## src/rtl/seq_shift_add_multiplier_if.sv

```systemverilog
// rtl/seq_shift_add_multiplier_if.sv - start/done handshake and result bus of the shift-add multiplier
interface seq_shift_add_multiplier_if #(
  parameter int WIDTH = 32
);
  logic               start;
  logic [WIDTH-1:0]   a;
  logic [WIDTH-1:0]   b;
  logic               ready;
  logic               busy;
  logic               done;
  logic [2*WIDTH-1:0] product;
  logic               overflow;

  modport master (
    output start, a, b,
    input  ready, busy, done, product, overflow
  );

  modport slave (
    input  start, a, b,
    output ready, busy, done, product, overflow
  );
endinterface

```

## src/rtl/seq_shift_add_multiplier.sv

```systemverilog
// rtl/seq_shift_add_multiplier.sv - iterative unsigned WIDTH x WIDTH multiplier, one multiplier bit per cycle
module seq_shift_add_multiplier #(
  parameter int WIDTH = 32
) (
  input  logic                        clk,
  input  logic                        rst,
  seq_shift_add_multiplier_if.slave   bus
);
  localparam int CW = (WIDTH > 1) ? $clog2(WIDTH) : 1;

  typedef enum logic [1:0] {
    S_IDLE = 2'd0,
    S_RUN  = 2'd1,
    S_DONE = 2'd2
  } state_t;

  state_t             state_q, state_d;
  logic [CW-1:0]      count_q, count_d;
  logic [WIDTH-1:0]   mcand_q, mcand_d;
  logic [2*WIDTH-1:0] acc_q, acc_d;
  logic [2*WIDTH-1:0] product_q, product_d;
  logic               overflow_q, overflow_d;

  logic [WIDTH-1:0]   addend;
  logic [WIDTH-1:0]   sum;
  logic               cout;
  logic [2*WIDTH-1:0] acc_next;

  // Adder stage: acc_hi + (selected multiplicand), cin = 0; cout becomes the new MSB.
  always_comb begin
    addend          = acc_q[0] ? mcand_q : '0;
    {cout, sum}     = {1'b0, acc_q[2*WIDTH-1:WIDTH]} + {1'b0, addend};
    acc_next        = {cout, sum, acc_q[WIDTH-1:1]};
  end

  always_comb begin
    state_d    = state_q;
    count_d    = count_q;
    mcand_d    = mcand_q;
    acc_d      = acc_q;
    product_d  = product_q;
    overflow_d = overflow_q;
    unique case (state_q)
      S_IDLE, S_DONE: begin
        if (bus.start) begin
          state_d = S_RUN;
          mcand_d = bus.a;
          acc_d   = {{WIDTH{1'b0}}, bus.b};
          count_d = '0;
        end else begin
          state_d = S_IDLE;
        end
      end
      S_RUN: begin
        acc_d   = acc_next;
        count_d = count_q + CW'(1);
        if (count_q == CW'(WIDTH - 1)) begin
          state_d    = S_DONE;
          product_d  = acc_next;
          overflow_d = |acc_next[2*WIDTH-1:WIDTH];
        end
      end
      default: state_d = S_IDLE;
    endcase
  end

  always_ff @(posedge clk) begin
    if (rst) begin
      state_q    <= S_IDLE;
      count_q    <= '0;
      mcand_q    <= '0;
      acc_q      <= '0;
      product_q  <= '0;
      overflow_q <= 1'b0;
    end else begin
      state_q    <= state_d;
      count_q    <= count_d;
      mcand_q    <= mcand_d;
      acc_q      <= acc_d;
      product_q  <= product_d;
      overflow_q <= overflow_d;
    end
  end

  assign bus.done     = (state_q == S_DONE);
  assign bus.busy     = (state_q == S_RUN);
  assign bus.ready    = (state_q != S_RUN);
  assign bus.product  = product_q;
  assign bus.overflow = overflow_q;
endmodule
```

## src/flat_wrapper.sv

```systemverilog
// flat-port wrapper written by rule: the top's interface ports become plain ports
module seq_shift_add_multiplier_flat 
#(
  parameter int WIDTH = 32
)
  (clk, rst, bus_start, bus_a, bus_b, bus_ready, bus_busy, bus_done, bus_product, bus_overflow);
  seq_shift_add_multiplier_if #(.WIDTH(WIDTH)) bus_i ();
  input  logic clk;
  input  logic rst;
  input wire logic [$bits(bus_i.start)-1:0] bus_start;
  input wire logic [$bits(bus_i.a)-1:0] bus_a;
  input wire logic [$bits(bus_i.b)-1:0] bus_b;
  output wire logic [$bits(bus_i.ready)-1:0] bus_ready;
  output wire logic [$bits(bus_i.busy)-1:0] bus_busy;
  output wire logic [$bits(bus_i.done)-1:0] bus_done;
  output wire logic [$bits(bus_i.product)-1:0] bus_product;
  output wire logic [$bits(bus_i.overflow)-1:0] bus_overflow;
  assign bus_i.start = bus_start;
  assign bus_i.a = bus_a;
  assign bus_i.b = bus_b;
  assign bus_ready = bus_i.ready;
  assign bus_busy = bus_i.busy;
  assign bus_done = bus_i.done;
  assign bus_product = bus_i.product;
  assign bus_overflow = bus_i.overflow;
  seq_shift_add_multiplier #(.WIDTH(WIDTH)) u_core (.clk(clk), .rst(rst), .bus(bus_i));
endmodule
```

## config.mk

```make
export PLATFORM = sky130hd
export DESIGN_NAME = seq_shift_add_multiplier_flat
export DESIGN_NICKNAME = d
export VERILOG_FILES = /design/src/rtl/seq_shift_add_multiplier_if.sv /design/src/rtl/seq_shift_add_multiplier.sv /design/src/flat_wrapper.sv
export SDC_FILE = /design/constraint.sdc
export NUM_CORES = 1
export LEC_CHECK = 0
export ABC_AREA = 0
export CAP_MARGIN = 5
export CORE_ASPECT_RATIO = 1.4
export CORE_MARGIN = 4
export CORE_UTILIZATION = 50
export DETAILED_ROUTE_END_ITERATION = 12
export PLACE_DENSITY_LB_ADDON = 0.05
export SETUP_SLACK_MARGIN = 0.2
export SYNTH_ARGS = -nofsm -noshare
export SYNTH_HDL_FRONTEND = slang
export SYNTH_SLANG_ARGS = --single-unit
```

## constraint.sdc

```tcl
create_clock -name clk -period 4 [get_ports clk]
set_input_delay 0.8 -clock clk [delete_from_list [all_inputs] [get_ports clk]]
set_output_delay 0.8 -clock clk [all_outputs]
set_load 0.02 [all_outputs]
```

==> metrics.csv, run 1 <==
metric,value,unit
result of the run,"complete, no violations",
Max Clk Rate,261,MHz
"count leader, synth",nand2_1,
Netlist cell types,63,
Syn Area/Cell,7.99,µm²
leading area contributor after synthesis,dfxtp_1,
DRT Pass-1 Iters,5,
Worst IR Drop VDD,0.000316,V
final wirelength,21000,µm
vias per cell,5.55,
initial core utilization,0.509,
slew margin rel.,0.443,
Post-Syn Instances,990,
core box area,15500,µm²
Synth area leaders,"dfxtp_1 (43%), nand2_1 (11%), a21oi_1 (9.7%)",
Hold Fails Final Rpt,0,
total gr overflow,0,
worst slew pin tran,0.824,ns
critical path type,reg -> reg,
DP HPWL,14100,µm
ratio of cells with drive above 1 in the final layout,0.0925,
DRC Markers,0,
Ant. Diodes,0,
initial antenna violation count,0,
Synth Flop Type,dfxtp_1,
largest net degree at the start of global routing,77,
hold path startpoint,u_core.mcand_q[27],
CTS sink cnt,168,
Reg area,3360,µm²
Iter 0 DRT Violations,412,
WL/cell,16.0,µm
total CTS buffers,17,
Layout Skew,0.0162,ns
P per Cell Area,361,nW/µm²
synthesis-stage register bit count,168,
row count,54,
Filler cells,1421,
RD Place Congestion,0.914,
clk buf depth,2,
clock transition at the registers of the reported paths,0.06,ns
worst-path maximum fanout,15,
max_cap viols,0,
Hold WS,0.450,ns
Period minus WS final,3.83,ns
Die Span X,114,µm
Clk Tree Root Cell,clkbuf_16,
reg2reg start,u_core.acc_q[0],
post-synth top area share,0.425,
"Hold-fix buffers, CTS",0,
CP Capture Type,register,
setup TNS,0,ns
Skew-Pair Late Insertion Delay,0.44,ns
buffers added on ports,134,
Total GRT Usage,0.236,
Syn Nets,1092,
crit path from,u_core.acc_q[0],
global-route wire length before repair,34200,µm
Worst EP required,4.32,ns
data arrival time of the worst path,4.15,ns
die area,17900,µm²
crit path launch type,register,
H-tree depth,4,
CTS tree,done,
vias in the first global route,7205,
unrepaired setup endpoints after global routing,yes,
"top cells by count, synth","nand2_1 (232), dfxtp_1 (168), a21oi_1 (154), a22oi_1 (65), nor2_1 (64)",
fin. max-slew vios,0,
final-report setup violation count,0,
P_leak,3.87,nW
area delta synth->final,28.7,%
Async SR Flop Fraction,0,
Vias,7274,
I/O pins,135,
"Net count, final",1205,
Multi-input gate area,4430,µm²
crit share post-route,0.958,
Hold WC Path Type,reg -> reg,
sequential area share after synthesis,0.425,
Die Height,157,µm
Routed Antenna Nets,0,
Post-Syn Area,7910,µm²
number of synthesized flops with an enable pin,0,
Syn. warnings,0,
## cells in the final DEF (no fill, tap or decap), types with 13 or more instances in the layout
cell type	synthesis	routed
nand2_1	232	232
a21o_1	13	13
and2_1	37	35
ha_1	34	26
buf_4	0	25
a21oi_1	154	153
clkdlybuf4s50_1	0	133
dfxtp_1	168	167
clkbuf_16	0	17
o21ai_0	15	15
a22oi_1	65	65
nor2_1	64	61
## path summary, 6_finish.rpt
path / cells past startpoint / slack [ns] / endpoint
setup reg to reg: 14 / 0.17 / u_core.bus.overflow
hold reg to reg: 2 / 0.45 / u_core.mcand_q[27]
setup / recovery: 14 / 0.17 / u_core.bus.overflow
hold / removal: 2 / 0.45 / u_core.mcand_q[27]
## what timing repair did
action | CTS | global route
pin swaps | 4 | 14
endpoints found under the setup margin | 1 | 1
buffers inserted | 2 | 4
gates resized for setup | 5 | 29
## cell type report
cell class                 count  area share
sequential                   168       0.330
multi-input combinational    748       0.435
clock buffer                  19      0.0445
clock inverter                11      0.0120
tap                          196      0.0241
inverter                       9     0.00332
timing repair buffer         159       0.151
## metal layers
metal  vias to the layer above  track usage  share of wire
met5                         -            0              0
met4                         0        0.110          0.032
met3                        47       0.0638          0.055
met2                       189        0.413           0.50
met1                      3388        0.263           0.41
li1                       3650            -              -
## per-stage QoR
step / worst slack (ns) / std cells / power, mW / utilization / instance area [µm²]
2_1_floorplan: 0.418 / 990 / 1.95 / - / 7910
6_report: 0.170 / 1310 / 3.67 / 0.655 / 10200
3_3_place_gp: 0.148 / 1274 / 2.08 / 0.604 / 9390
5_1_grt: 0.0317 / 1310 / 3.81 / 0.655 / 10200
3_5_place_dp: 0.0893 / 1274 / 2.08 / 0.604 / 9390
4_1_cts: 0.200 / 1306 / 3.70 / 0.643 / 9990
## sequential cells by signal, summed over array words and instances (netlist names)
register,cells
u_core.acc_q,64
u_core.state_q,2
u_core.bus.overflow,1
u_core.bus.product,64
u_core.count_q,5
u_core.mcand_q,32
## worst max-delay path, stage by stage (launching register included)
cell	delay, ns
dfxtp_2	0.34
buf_4	0.17
and2_1	0.16
ha_1	0.30
a211oi_2	0.32
buf_4	0.17
nor2_1	0.06
a21o_1	0.19
a21oi_2	0.17
xnor2_2	0.11
or4_1	0.47
or4_1	0.43
or4_4	0.51
nor4_4	0.23
a211oi_2	0.09
## power breakdown
| part | internal [mW] | total [mW] | switching (mW) |
|---|---|---|---|
| Sequential | 1.72 | 1.75 | 0.0295 |
| Combinational | 0.125 | 0.295 | 0.171 |
| Clock | 0.946 | 1.63 | 0.684 |
| Total | 2.79 | 3.67 | 0.884 |
## cells by family (layout without fill, tap and decap cells)
kind of cell,count (synthesis),in the layout,synth area share
fa+ha+maj,35,35,0.0563
simple gates,390,390,0.216
buf+inv,74,198,0.0398
compound gates,298,298,0.235
flops,168,168,0.425
xor+xnor,25,25,0.0277
(Power assumes the default switching activity.)
==> run 2, diff against run 1 <==
Settings changed: CORE_MARGIN 4 to 8, CTS_BUF_LIST set to sky130_fd_sc_hd__clkbuf_16.
==> metrics.csv, run 2 (synthesized netlist as in run 1, its figures left out) <==
metric,value,unit,change
Skew-Pair Late Insertion Delay,0.43,ns,about the same
final-report setup violation count,0,,unchanged
crit path launch type,register,,
setup TNS,0,ns,unchanged
Worst IR Drop VDD,0.000277,V,-13%
clk buf depth,2,,unchanged
worst slew pin tran,0.896,ns,+0.0717 ns
Period minus WS final,3.73,ns,-0.0974 ns
I/O pins,135,,unchanged
CP Capture Type,register,,
Worst EP required,4.31,ns,about the same
Ant. Diodes,0,,unchanged
Vias,7224,,-0.69%
RD Place Congestion,0.930,,+1.7%
unrepaired setup endpoints after global routing,yes,,
initial core utilization,0.509,,unchanged
result of the run,"complete, no violations",,
max_cap viols,0,,unchanged
Iter 0 DRT Violations,421,,+2.2%
Hold WC Path Type,reg -> reg,,
ratio of cells with drive above 1 in the final layout,0.0856,,-0.00682
Layout Skew,0.00992,ns,-0.00630 ns
critical path type,reg -> reg,,
total CTS buffers,17,,unchanged
crit share post-route,0.933,,-0.0243
Hold WS,0.451,ns,+0.00127 ns
WL/cell,16.4,µm,+2.2%
DRT Pass-1 Iters,5,,unchanged
die area,20200,µm²,+12%
DRC Markers,0,,unchanged
largest net degree at the start of global routing,86,,+12%
Routed Antenna Nets,0,,unchanged
P_leak,3.88,nW,+0.25%
initial antenna violation count,0,,unchanged
final wirelength,21600,µm,+2.7%
CTS sink cnt,168,,unchanged
total gr overflow,0,,unchanged
Die Span X,122,µm,+7.0%
"most common cell after layout, fill and taps aside",nand2_1,,
"Net count, final",1210,,+0.41%
data arrival time of the worst path,4.04,ns,-0.11 ns
P per Cell Area,363,nW/µm²,+0.72%
clock transition at the registers of the reported paths,0.07,ns,about the same
Filler cells,1414,,-0.49%
post-route insts no fill,1317,,+0.53%
vias in the first global route,7264,,+0.82%
vias per cell,5.49,,-1.2%
buffers added on ports,134,,unchanged
area delta synth->final,27.7,%,
Total GRT Usage,0.221,,-0.0150
Clk Tree Root Cell,clkbuf_16,,
core box area,15500,µm²,unchanged
H-tree depth,4,,unchanged
row count,54,,unchanged
Hold Fails Final Rpt,0,,unchanged
fin. max-slew vios,0,,unchanged
placed cells,1282,,+0.63%
Die Height,165,µm,+5.1%
worst-path maximum fanout,5,,-10
Max Clk Rate,268,MHz,+2.6%
CTS tree,done,,
utilization after layout,0.650,,-0.00499
"Hold-fix buffers, CTS",0,,unchanged
slew margin rel.,0.403,,-0.0408
"commonest cells after routing, fill and taps aside","nand2_1 (232), dfxtp_1 (167), a21oi_1 (153)",,
total power,3.67,mW,about the same
DP HPWL,14700,µm,+4.5%
global-route wire length before repair,35600,µm,+4.2%
==> run 2: layout make-up <==
type	count	area [µm²]	share of cell area
inverters	9	33.8	0.00334
well taps	196	245	0.0243
multi-input cells	748	4310	0.426
flip-flops and latches	168	3360	0.333
repair buffers	164	1570	0.155
clock buffers	17	425	0.0421
clock inverters	15	163	0.0161
==> run 2: repair_timing <==
action / 4_1_cts / 5_1_grt
resized for setup: 3 / 14
gates cloned: 0 / 0
buffers inserted: 0 / 3
pin swaps: 2 / 3
setup endpoints to repair: 1 / 1
==> run 2: worst max-delay path: stages, from the launching register on <==
cell and delay, ns:
dfxtp_2 0.34, and2_1 0.16, ha_2 0.20, fa_2 0.40
a211oi_4 0.25, o21bai_2 0.14, a211oi_2 0.36, xnor2_1 0.12
or4_1 0.50, or4_1 0.40, or4_1 0.51, nor4_2 0.15
a211oi_1 0.10
==> run 2: report_power, final <==
part	switching, mW	internal (mW)
logic	0.169	0.123
clock network	0.750	0.882
registers	0.0296	1.72
total	0.949	2.72
==> run 2: through the flow <==
step	worst slack (ns)	area, µm²
after global routing	0.102	10100
after CTS	0.204	10000
after global placement	0.212	9430
final	0.267	10100
after floorplan	0.418	7910
after detailed placement	0.165	9430
==> run 2: final timing paths <==
| kind | slack [ns] | to | from | cells after the start |
|---|---|---|---|---|
| worst max-delay path | 0.27 | u_core.bus.overflow | u_core.acc_q[0] | 12 |
| worst min-delay path | 0.45 | u_core.mcand_q[0] | u_core.mcand_q[0] | 2 |
| worst max register to register | 0.27 | u_core.bus.overflow | u_core.acc_q[0] | 12 |
| worst min register to register | 0.45 | u_core.mcand_q[0] | u_core.mcand_q[0] | 2 |
==> run 2: routing by layer <==
metal | vias up | track usage | routed length (µm)
met4 | 0 | 0.0856 | 495
met1 | 3373 | 0.243 | 8940
met5 | - | 0 | 0
met3 | 32 | 0.0691 | 1370
met2 | 144 | 0.385 | 10800
li1 | 3675 | - | -
